File: src/rtl/lightsaber_color_ctrl_pkg.sv
// ---------------------------------------------------------------------------
// lightsaber_pkg
//
// Shared types for the lightsaber color sequencing controller: the blade
// state enumeration, the color channel width and the packed {r,g,b} color
// struct, plus a small helper that tells whether a state is a ramp state.
//
// No ports (package). Imported by the interface, the channel ramp and the
// top level.
// ---------------------------------------------------------------------------
package lightsaber_pkg;

    localparam int COLOR_W = 8;

    typedef enum logic [2:0] {
        ST_OFF     = 3'd0,
        ST_IGNITE  = 3'd1,
        ST_ON      = 3'd2,
        ST_FADE    = 3'd3,
        ST_RETRACT = 3'd4
    } state_t;

    typedef struct packed {
        logic [COLOR_W-1:0] r;
        logic [COLOR_W-1:0] g;
        logic [COLOR_W-1:0] b;
    } rgb_t;

    // A ramp state is one where the color registers are moving toward a goal
    // and the blade is reported busy.
    function automatic logic isRampState(input state_t s);
        return (s == ST_IGNITE) || (s == ST_FADE) || (s == ST_RETRACT);
    endfunction

endpackage

File: src/rtl/lightsaber_color_ctrl_if.sv
// ---------------------------------------------------------------------------
// lightsaber_color_ctrl_if
//
// Groups the controller's request side (power level, target color
// handshake) and its color-register side (enable, R/G/B, busy).
//
// Signals:
//   power      master->slave  blade power request, level
//   tgt_valid  master->slave  new target color offered
//   tgt_ready  slave->master  controller accepts a target this cycle
//   tgt_r/g/b  master->slave  offered target color (8 bits each)
//   en_o       slave->master  enable to the color registers
//   r_o/g_o/b_o slave->master current color to the color registers
//   busy       slave->master  a ramp (ignite/fade/retract) is in progress
//
// Modports: master (user-input / mode logic side), slave (controller).
// ---------------------------------------------------------------------------
interface lightsaber_color_ctrl_if;
    import lightsaber_pkg::*;

    logic               power;
    logic               tgt_valid;
    logic               tgt_ready;
    logic [COLOR_W-1:0] tgt_r;
    logic [COLOR_W-1:0] tgt_g;
    logic [COLOR_W-1:0] tgt_b;
    logic               en_o;
    logic [COLOR_W-1:0] r_o;
    logic [COLOR_W-1:0] g_o;
    logic [COLOR_W-1:0] b_o;
    logic               busy;

    modport master (
        output power, tgt_valid, tgt_r, tgt_g, tgt_b,
        input  tgt_ready, en_o, r_o, g_o, b_o, busy
    );

    modport slave (
        input  power, tgt_valid, tgt_r, tgt_g, tgt_b,
        output tgt_ready, en_o, r_o, g_o, b_o, busy
    );

endinterface

File: src/rtl/lightsaber_color_ctrl_channel_ramp.sv
// ---------------------------------------------------------------------------
// channel_ramp
//
// One color channel's stepping logic. On a tick the channel moves toward its
// goal by at most i_step, landing exactly on the goal rather than passing it,
// and never wrapping around the 8-bit range. Without a tick it holds.
//
// Ports:
//   i_cur     current registered channel value
//   i_goal    value the channel is heading toward
//   i_step    largest change allowed in one tick
//   i_tick    step enable
//   o_next    value to register next
//   o_atGoal  current value already equals the goal
// ---------------------------------------------------------------------------
module channel_ramp
    import lightsaber_pkg::*;
(
    input  logic [COLOR_W-1:0] i_cur,
    input  logic [COLOR_W-1:0] i_goal,
    input  logic [COLOR_W-1:0] i_step,
    input  logic               i_tick,
    output logic [COLOR_W-1:0] o_next,
    output logic               o_atGoal
);

    logic               w_up;
    logic [COLOR_W-1:0] w_dist;
    logic [COLOR_W-1:0] w_delta;

    // The step is clamped to the remaining distance, so the sum or
    // difference below always stays between cur and goal and can neither
    // overshoot nor wrap.
    always_comb begin
        w_up     = (i_goal > i_cur);
        w_dist   = w_up ? (i_goal - i_cur) : (i_cur - i_goal);
        w_delta  = (w_dist < i_step) ? w_dist : i_step;
        o_next   = i_cur;
        o_atGoal = (i_cur == i_goal);
        if (i_tick) begin
            o_next = w_up ? (i_cur + w_delta) : (i_cur - w_delta);
        end
    end

endmodule

File: src/rtl/lightsaber_color_ctrl.sv
// ---------------------------------------------------------------------------
// lightsaber_color_ctrl
//
// Sequencing controller for the lightsaber color registers. Owns the
// power-on ignition ramp, mid-use color fades and power-off retraction, and
// drives enable plus 8-bit R/G/B into the color register block every cycle.
// New target colors arrive over a valid/ready handshake, accepted only while
// the blade is OFF or steadily ON.
//
// Parameters:
//   DIV        clock cycles per ramp step (>=1)
//   STEP       largest per-channel change per step (1..255)
//   RESET_RGB  target color {R,G,B} loaded at reset
//
// Ports:
//   clk    clock
//   rst_n  synchronous active-low reset
//   bus    lightsaber_color_ctrl_if.slave (power, target handshake,
//          enable, color outputs, busy)
//
// Build option: define LIGHTSABER_FADE_EN for gradual DIV/STEP ramps.
// Without it every ramp jumps to its goal in the first cycle of the ramp
// state and the ramp state lasts exactly two cycles (jump, then check).
// ---------------------------------------------------------------------------
module lightsaber_color_ctrl
    import lightsaber_pkg::*;
#(
    parameter int                     DIV       = 4,
    parameter int                     STEP      = 16,
    parameter logic [3*COLOR_W-1:0]   RESET_RGB = 24'h0000FF
)(
    input  logic                   clk,
    input  logic                   rst_n,
    lightsaber_color_ctrl_if.slave bus
);

`ifdef LIGHTSABER_FADE_EN
    localparam bit FADE_EN = 1'b1;
`else
    localparam bit FADE_EN = 1'b0;
`endif

    localparam int                 TICK_W    = (DIV > 1) ? $clog2(DIV) : 1;
    localparam logic [TICK_W-1:0]  TICK_LAST = TICK_W'(DIV - 1);
    // A step of all-ones covers any distance, which turns each ramp into a
    // single jump when gradual fading is built out.
    localparam logic [COLOR_W-1:0] STEP_SIZE = FADE_EN ? COLOR_W'(STEP)
                                                       : {COLOR_W{1'b1}};

    state_t             r_state;
    state_t             w_nextState;
    logic [TICK_W-1:0]  r_tick;
    logic [TICK_W-1:0]  w_tickNext;
    rgb_t               r_cur;
    rgb_t               r_target;
    rgb_t               w_goal;
    logic               r_en;
    logic               r_busy;

    logic               w_isRamp;
    logic               w_ready;
    logic               w_accept;
    logic               w_tick;
    logic               w_checkOk;
    logic               w_allAtGoal;
    logic [2:0]         w_atGoal;
    logic [COLOR_W-1:0] w_nextR;
    logic [COLOR_W-1:0] w_nextG;
    logic [COLOR_W-1:0] w_nextB;

    // The handshake is open only while the blade is idle (OFF) or steady
    // (ON); tgt_ready depends on the state register alone.
    always_comb begin
        w_isRamp = isRampState(r_state);
        w_ready  = (r_state == ST_OFF) || (r_state == ST_ON);
        w_accept = bus.tgt_valid && w_ready;
    end

    // The ramp goal is the stored target while igniting or fading, black
    // while retracting, and the current value elsewhere so nothing moves.
    always_comb begin
        w_goal = r_cur;
        case (r_state)
            ST_IGNITE, ST_FADE: w_goal = r_target;
            ST_RETRACT:         w_goal = '0;
            default:            w_goal = r_cur;
        endcase
    end

    // Step pacing. With fading, the counter free-runs 0..DIV-1 inside a ramp
    // state and steps on the wrap. Without fading, the step happens on the
    // first cycle of the ramp state and the counter then parks at 1, which
    // holds off the completion check until the second cycle.
    always_comb begin
        w_tick     = 1'b0;
        w_checkOk  = 1'b1;
        w_tickNext = '0;
        if (FADE_EN) begin
            w_tick     = w_isRamp && (r_tick == TICK_LAST);
            w_checkOk  = 1'b1;
            w_tickNext = (w_isRamp && !w_tick) ? (r_tick + 1'b1) : '0;
        end else begin
            w_tick     = w_isRamp && (r_tick == '0);
            w_checkOk  = (r_tick != '0);
            w_tickNext = w_isRamp ? TICK_W'(1) : '0;
        end
    end

    channel_ramp uRampR (
        .i_cur    (r_cur.r),
        .i_goal   (w_goal.r),
        .i_step   (STEP_SIZE),
        .i_tick   (w_tick),
        .o_next   (w_nextR),
        .o_atGoal (w_atGoal[2])
    );

    channel_ramp uRampG (
        .i_cur    (r_cur.g),
        .i_goal   (w_goal.g),
        .i_step   (STEP_SIZE),
        .i_tick   (w_tick),
        .o_next   (w_nextG),
        .o_atGoal (w_atGoal[1])
    );

    channel_ramp uRampB (
        .i_cur    (r_cur.b),
        .i_goal   (w_goal.b),
        .i_step   (STEP_SIZE),
        .i_tick   (w_tick),
        .o_next   (w_nextB),
        .o_atGoal (w_atGoal[0])
    );

    assign w_allAtGoal = &w_atGoal;

    // Next-state decode. Losing power beats every other transition in
    // IGNITE/ON/FADE; regaining power during RETRACT re-ignites from the
    // current color. Completion looks at the registered color, so a state
    // is left one cycle after its final step lands.
    always_comb begin
        w_nextState = r_state;
        case (r_state)
            ST_OFF: begin
                if (bus.power) w_nextState = ST_IGNITE;
            end
            ST_IGNITE, ST_FADE: begin
                if (!bus.power)                    w_nextState = ST_RETRACT;
                else if (w_allAtGoal && w_checkOk) w_nextState = ST_ON;
            end
            ST_ON: begin
                if (!bus.power)    w_nextState = ST_RETRACT;
                else if (w_accept) w_nextState = ST_FADE;
            end
            ST_RETRACT: begin
                if (bus.power)                     w_nextState = ST_IGNITE;
                else if (w_allAtGoal && w_checkOk) w_nextState = ST_OFF;
            end
            default: w_nextState = ST_OFF;
        endcase
    end

    // State, pacing counter, color and target registers. The counter
    // restarts on every state entry. Enable and busy are registered from the
    // next state so they change together with the state itself.
    always_ff @(posedge clk) begin
        if (!rst_n) begin
            r_state  <= ST_OFF;
            r_tick   <= '0;
            r_cur    <= '0;
            r_target <= RESET_RGB;
            r_en     <= 1'b0;
            r_busy   <= 1'b0;
        end else begin
            r_state  <= w_nextState;
            r_tick   <= (w_nextState != r_state) ? '0 : w_tickNext;
            r_cur    <= '{r: w_nextR, g: w_nextG, b: w_nextB};
            if (w_accept) begin
                r_target <= '{r: bus.tgt_r, g: bus.tgt_g, b: bus.tgt_b};
            end
            r_en     <= (w_nextState != ST_OFF);
            r_busy   <= isRampState(w_nextState);
        end
    end

    assign bus.tgt_ready = w_ready;
    assign bus.en_o      = r_en;
    assign bus.busy      = r_busy;
    assign bus.r_o       = r_cur.r;
    assign bus.g_o       = r_cur.g;
    assign bus.b_o       = r_cur.b;

endmodule
File: src/flat_wrapper.sv
// flat-port wrapper written by rule: the top's interface ports become plain ports
module lightsaber_color_ctrl_flat import lightsaber_pkg::*;
#(
    parameter int                     DIV       = 4,
    parameter int                     STEP      = 16,
    parameter logic [3*COLOR_W-1:0]   RESET_RGB = 24'h0000FF
)
  (clk, rst_n, bus_power, bus_tgt_valid, bus_tgt_r, bus_tgt_g, bus_tgt_b, bus_tgt_ready, bus_en_o, bus_r_o, bus_g_o, bus_b_o, bus_busy);
  lightsaber_color_ctrl_if bus_i ();
  input  logic clk;
  input  logic rst_n;
  input wire logic [$bits(bus_i.power)-1:0] bus_power;
  input wire logic [$bits(bus_i.tgt_valid)-1:0] bus_tgt_valid;
  input wire logic [$bits(bus_i.tgt_r)-1:0] bus_tgt_r;
  input wire logic [$bits(bus_i.tgt_g)-1:0] bus_tgt_g;
  input wire logic [$bits(bus_i.tgt_b)-1:0] bus_tgt_b;
  output wire logic [$bits(bus_i.tgt_ready)-1:0] bus_tgt_ready;
  output wire logic [$bits(bus_i.en_o)-1:0] bus_en_o;
  output wire logic [$bits(bus_i.r_o)-1:0] bus_r_o;
  output wire logic [$bits(bus_i.g_o)-1:0] bus_g_o;
  output wire logic [$bits(bus_i.b_o)-1:0] bus_b_o;
  output wire logic [$bits(bus_i.busy)-1:0] bus_busy;
  assign bus_i.power = bus_power;
  assign bus_i.tgt_valid = bus_tgt_valid;
  assign bus_i.tgt_r = bus_tgt_r;
  assign bus_i.tgt_g = bus_tgt_g;
  assign bus_i.tgt_b = bus_tgt_b;
  assign bus_tgt_ready = bus_i.tgt_ready;
  assign bus_en_o = bus_i.en_o;
  assign bus_r_o = bus_i.r_o;
  assign bus_g_o = bus_i.g_o;
  assign bus_b_o = bus_i.b_o;
  assign bus_busy = bus_i.busy;
  lightsaber_color_ctrl #(.DIV(DIV), .STEP(STEP), .RESET_RGB(RESET_RGB)) u_core (.clk(clk), .rst_n(rst_n), .bus(bus_i));
endmodule
File: config.mk
export PLATFORM = sky130hd
export DESIGN_NAME = lightsaber_color_ctrl_flat
export DESIGN_NICKNAME = d
export VERILOG_FILES = /design/src/rtl/lightsaber_color_ctrl_pkg.sv /design/src/rtl/lightsaber_color_ctrl_if.sv /design/src/rtl/lightsaber_color_ctrl_channel_ramp.sv /design/src/rtl/lightsaber_color_ctrl.sv /design/src/flat_wrapper.sv
export SDC_FILE = /design/constraint.sdc
export NUM_CORES = 1
export LEC_CHECK = 0
export ABC_AREA = 1
export BUFFER_PORTS_ARGS = -buffer_cell sky130_fd_sc_hd__buf_2
export CAP_MARGIN = 20
export CORE_ASPECT_RATIO = 0.5
export CORE_MARGIN = 10
export CORE_UTILIZATION = 62
export CTS_BUF_LIST = sky130_fd_sc_hd__clkbuf_16
export CTS_CLUSTER_SIZE = 30
export DETAILED_ROUTE_END_ITERATION = 7
export HOLD_SLACK_MARGIN = 0.08
export PLACE_DENSITY_LB_ADDON = 0.25
export SLEW_MARGIN = 30
export SYNTH_ARGS = -nofsm -noshare
export SYNTH_HDL_FRONTEND = slang
export SYNTH_SLANG_ARGS = --single-unit
File: constraint.sdc
create_clock -name clk -period 5.97 [get_ports clk]
set_clock_uncertainty 0.2 [all_clocks]
set_input_delay 1.194 -clock clk [delete_from_list [all_inputs] [get_ports clk]]
set_output_delay 1.194 -clock clk [all_outputs]
set_load 0.01 [all_outputs]
# ---- After elaboration in Yosys (flattened, before gate mapping)
# Cells that the tools add are included.
dict set report totals {
  register_bits 55
  inputBits 28
  output_inout_bits 27
  elab_cells 74
}
dict set report op_classes {
  n_addsub 12
  magnitude_cmp 6
  eq_ne 11
  n_mux 19
  bitwise_logic 1
  reduce_logical 15
}
# cell n
set ops {}
lappend ops {{$mux W8} 9}
lappend ops {{$sub A8 B8 Y8} 9}
lappend ops {{$pmux W24 S2} 1}
lappend ops {{$add A8 B8 Y8} 3}
lappend ops {{$eq A8 B8 Y1} 3}
lappend ops {{$gt A8 B8 Y1} 3}
lappend ops {{$lt A8 B8 Y1 const B} 3}
lappend ops {{$mux W3} 7}
lappend ops {{$pmux W3 S4} 1}
lappend ops {{$eq A3 B2 Y1 const B} 3}
lappend ops {{$eq A3 B1 Y1 const B} 2}
lappend ops {{$eq A3 B3 Y1 const B} 2}
lappend ops {{$logic_or A1 B1 Y1} 5}
lappend ops {{$reduce_or A2 Y1} 2}
lappend ops {{$logic_and A1 B1 Y1} 3}
lappend ops {{$logic_not A3 Y1} 1}
lappend ops {{$ne A3 B3 Y1} 1}
lappend ops {{$reduce_and A3 Y1} 1}
lappend ops {{$reduce_bool A3 Y1} 1}
lappend ops {{$logic_not A2 Y1} 1}
lappend ops {{$reduce_bool A2 Y1} 1}
lappend ops {{$mux W1} 1}
lappend ops {{$not A1 Y1} 1}

# ---- Longest topological paths before layout
dict set report depth {
  ltp_word 12
  ltp_mapped 37
  mapped_depth_nobuf 35
}

# ---- Cells and area by module
# A second synthesis with hierarchy kept.
dict set report unflattened {
  hier_cells 1155
  hier_area_um2 7231.9
}
# mod instances cells_each area_per_inst_um2 seq_area_each_um2
set modules_own_cells {}
lappend modules_own_cells {lightsaber_color_ctrl 1 256 2045.7 1081.0}
lappend modules_own_cells {{channel_ramp (u_core.uRampB)} 1 298 1754.2 0.0}
lappend modules_own_cells {{channel_ramp (u_core.uRampG)} 1 305 1747.9 0.0}
lappend modules_own_cells {{channel_ramp (u_core.uRampR)} 1 296 1684.1 0.0}

# ---- Worst setup path after synthesis
# Ideal clock, no wire load.
dict set report synth_timing {
  path_kind {reg-to-reg}
  startpoint {reg u_core.r_state[0]}
  endpoint {reg u_core.r_cur, in the netlist u_core.bus.b_o[7]}
  arrival_time_ps 4247
  required_ps 5660
  slack_ps 1413
  stages_incl_launch_ff 34
  synth_period_minus_slack_ps 4557
  path_cell_list {dfxtp_1 buf_2 nor2_2 nor2_1 nor2_2 clkbuf_1 o22ai_1 ha_1 buf_6 or2_0 nand3_1 nand2_2 nand2_4 nand2_2 nand2_2 ha_1 inv_1 nor2_1 nand3_1 xor2_1 nand2_1 nand2_1 ha_1 a21oi_1 o21ai_0 a21o_1 inv_1 nand2_1 nand2_1 nand3_1 nand3_2 nand2_1 inv_1 nor2_1}
}
dict set report synth_between {
  elab_chain_len 9
  word_cells_on_any_way 17
  cone_classes {add/sub: 4; order compare: 2; eq/ne: 3; mux: 4; reduce/logical: 4}
}
# element line
set synth_lines {}
lappend synth_lines {{start: declaration} lightsaber_color_ctrl.sv:50} ;# state_t r_state;
lappend synth_lines {{start signal: assignment} lightsaber_color_ctrl.sv:176} ;# r_state <= w_nextState;
lappend synth_lines {{$eq A3 B2 Y1 or $eq A3 B1 Y1 (tied branches)} {lightsaber_color_ctrl_pkg.sv:32, lightsaber_color_ctrl.sv:83}}
lappend synth_lines {{$reduce_or A2 Y1} lightsaber_color_ctrl.sv:83} ;# case (r_state)
lappend synth_lines {{$pmux W24 S2} lightsaber_color_ctrl.sv:83}
lappend synth_lines {{$sub A8 B8 Y8 or $gt A8 B8 Y1 (tied branches)} {lightsaber_color_ctrl_channel_ramp.sv:36, lightsaber_color_ctrl_channel_ramp.sv:35}}
lappend synth_lines {{$mux W8} lightsaber_color_ctrl_channel_ramp.sv:36} ;# w_dist = w_up ? (i_goal - i_cur) : (i_cur - i_goal);
lappend synth_lines {{$lt A8 B8 Y1} lightsaber_color_ctrl_channel_ramp.sv:37} ;# w_delta = (w_dist < i_step) ? w_dist : i_step;
lappend synth_lines {{$mux W8} lightsaber_color_ctrl_channel_ramp.sv:37}
lappend synth_lines {{$sub A8 B8 Y8 or $add A8 B8 Y8 (tied branches)} lightsaber_color_ctrl_channel_ramp.sv:41} ;# o_next = w_up ? (i_cur + w_delta) : (i_cur - w_delta);
lappend synth_lines {{$mux W8} lightsaber_color_ctrl_channel_ramp.sv:41}
lappend synth_lines {{end signal: assignment} lightsaber_color_ctrl.sv:178} ;# r_cur <= '{r: w_nextR, g: w_nextG, b: w_nextB};
lappend synth_lines {{end: declaration} lightsaber_color_ctrl.sv:54} ;# rgb_t r_cur;
# Parallel ways exist; a longest one is shown, timed or not.
# A chain may end at the register's enable or synchronous reset.

# ---- Worst setup path after layout
# Same ends and word-level chain as after synthesis.

==> results.sh <==
export IMPL_status="completed"
export IMPL_antennaDiodeCount=0
export IMPL_dr_total_vias=6024
export IMPL_synth_area_top_cells="dfxtp_1, ha_1, nand2_1"
export IMPL_place_congestion=0.969
export IMPL_drt_initial_drc_count=318
export IMPL_crit_required_ps=5970
export IMPL_synthFlopType="dfxtp_1"
export IMPL_hold_violations=0
export IMPL_r2r_slack_ps=790
export IMPL_path_buf_inv=6
export IMPL_synth_warnings=0
export IMPL_cts_resized_gates=0
export IMPL_max_freq_mhz=193
export IMPL_synthCells=913
export IMPL_grt_pass1_vias=5871
export IMPL_grt_overflow=0
export IMPL_r2r_start="u_core.r_state[0]"
export IMPL_syn_avg_cell_area_um2=6.64
export IMPL_initial_core_util_pct=64.0
export IMPL_crit_path_start_kind="flip-flop"
export IMPL_die_w_um=160
export IMPL_min_path_type="flip-flop to flip-flop"
export IMPL_antenna_found_initial=0
export IMPL_dieHeight_um=89.9
export IMPL_dp_hpwl_mm=12.3
export IMPL_drv_cap=0
export IMPL_final_util_pct=69.0
export IMPL_tightestPinTransition_ps=903
export IMPL_relSlewSlack_pct=39.6
export IMPL_end_kind="flip-flop"
export IMPL_synthArstFlopShare_pct=0
export IMPL_viasPerCell=5.55
export IMPL_cts_made_buffers=5
export IMPL_area_growth_pct=7.88
export IMPL_crit_path_max_fanout=26
export IMPL_cts_buffer_depth=2
export IMPL_synth_cell_area_um2=6060
export IMPL_crit_type="flip-flop to flip-flop"
export IMPL_wire_per_inst_um=14.4
export IMPL_drc_errors=0
export IMPL_cts_setup_buffers=0
export IMPL_ys_types=40
export IMPL_arrival_ps=5180
export IMPL_yosys_area_top_type="dfxtp_1"
export IMPL_min_period_over_period_pct=86.7
export IMPL_critical_path_top_delay_family="simple AND/OR/NAND/NOR gates"
export IMPL_cts_sinks=54
export IMPL_r2r_end="u_core.bus.b_o[7]"
export IMPL_io_pins=55
export IMPL_drive_gt1_share_pct=12.9
export IMPL_synth_top_area_share_pct=17.8
export IMPL_reg2reg_depth=34
export IMPL_num_nets_final=1059
export IMPL_coreArea_um2=9480
export IMPL_drtAntennaViolNets=0
export IMPL_rsz0062_at_grt="false"
export IMPL_track_usage_pct=20.9
export IMPL_numPortBuffers=54
export IMPL_drt_pass1_iter_count=7
export IMPL_startpoint="u_core.r_state[0]"
export IMPL_min_period_ps=5180
export IMPL_setup_tns_ps=0
export IMPL_endpoint="u_core.bus.b_o[7]"
export IMPL_fp_row_count=25
export IMPL_synth_edff_count=0
export IMPL_max_stage_delay_ps=480
export IMPL_setup_viol=0
export IMPL_ctsHoldBuffers=0
export IMPL_dieArea_um2=14400
export IMPL_synth_seq_cells=54
export IMPL_path_depth=34
export IMPL_clkTransAtPathRegs_ps=80
export IMPL_grt_max_degree=46
export IMPL_cts_tree="yes"
export IMPL_drt_wl_total_mm=15.6
export IMPL_htree_levels=2
export IMPL_crit_slowest_cell="dfxtp_1"
export IMPL_maxSlewViolCount=0
export IMPL_grt_first_pass_wirelength_mm=26.2
export IMPL_ys_seq_area_share_pct=17.8
export IMPL_clockRootBuffer="clkbuf_16"
export IMPL_fill_cells=876
export IMPL_synth_nets=1022
export IMPL_cp_common_cell="nand2_1"
export IMPL_clk_latency_ps=300
layer usage:
layer | up-vias | global-route usage, % | wire length (µm)
met5 | - | 0 | 0
met4 | 0 | 5.32 | 282
met3 | 24 | 3.18 | 599
met2 | 135 | 39.5 | 7770
met1 | 2803 | 24.0 | 7000
li1 | 3062 | - | -
worst min path at each step:
| stage | from | endpoint | slack, ps | cells past startpoint |
|---|---|---|---|---|
| after floorplan | u_core.r_target[10] | u_core.r_target[10] | 230 | 2 |
| after global placement | u_core.r_target[19] | u_core.r_target[19] | 240 | 2 |
| after detailed placement | u_core.r_target[14] | u_core.r_target[14] | 250 | 2 |
| after CTS | u_core.r_target[17] | u_core.r_target[17] | 260 | 2 |
| after global routing | u_core.r_target[11] | u_core.r_target[11] | 290 | 2 |
| final | u_core.r_target[14] | u_core.r_target[14] | 260 | 2 |
metrics by stage:
step	instances	hold WS (ps)	worst slack [ps]	area (µm²)
2_1_floorplan	913	230	1410	6060
3_3_place_gp	1078	244	1140	6390
3_5_place_dp	1078	253	877	6390
4_1_cts	1086	264	854	6540
5_1_grt	1086	289	291	6540
6_report	1086	263	792	6540
cell usage in the layout, fill, tap and decap left out, drive strengths merged:
cell type,instances
or2,3
inv,149
dfxtp,54
clkinv,3
nand3,70
nand4,13
buf,57
o21bai,3
and2,2
o211ai,17
fa,9
a21o,3
xnor2,14
clkinvlp,1
a31oi,3
o221ai,2
nor3,2
o21a,3
clkbuf,5
o21ai,64
o31ai,3
nand2,228
a21oi,78
xor2,22
nor2,50
o22ai,21
ha,72
tightest hold or removal path, stage by stage (launching register included):
cell,delay (ps)
dfxtp_1,300
inv_1,60
a21oi_1,60
final cells by class:
cell class	count	area, µm²	share of cell area [%]
clock inverter	3	20.0	0.306
inverter	150	576	8.80
tap	135	169	2.58
sequential	54	1080	16.5
multi-input combinational	682	4280	65.4
timing repair buffer	57	293	4.48
clock buffer	5	125	1.91
logic make-up (layout without fill, tap and decap cells):
family,after synthesis,in the layout,synth area share [%]
AO/OA/AOI/OAI,197,197,18.5
AND/OR/NAND/NOR,368,368,29.0
flip-flops,54,54,17.8
adder cells (fa/ha/maj),81,81,17.8
buffers and inverters,177,215,11.6
XOR/XNOR,36,36,5.20
flip-flops by register name, indices dropped and copies added, names as in the netlist:
register	flops
u_core.r_tick	1
u_core.bus.g_o	8
u_core.r_state	3
u_core.bus.r_o	8
u_core.bus.en_o	1
u_core.bus.busy	1
u_core.r_target	24
u_core.bus.b_o	8
synthesized netlist by cell type (17+ instances only):
cell type,instances
dfxtp_1,54
inv_1,141
ha_1,72
nand3_1,67
xor2_1,22
nand2_2,26
nand2_1,194
a21oi_1,78
o21ai_0,64
nor2_1,42
clkbuf_1,17
o22ai_1,21
o211ai_1,17
Power is left out: the tool's default activity adds up to more than one toggle a clock period on the data nets, which glitch-free logic cannot reach.
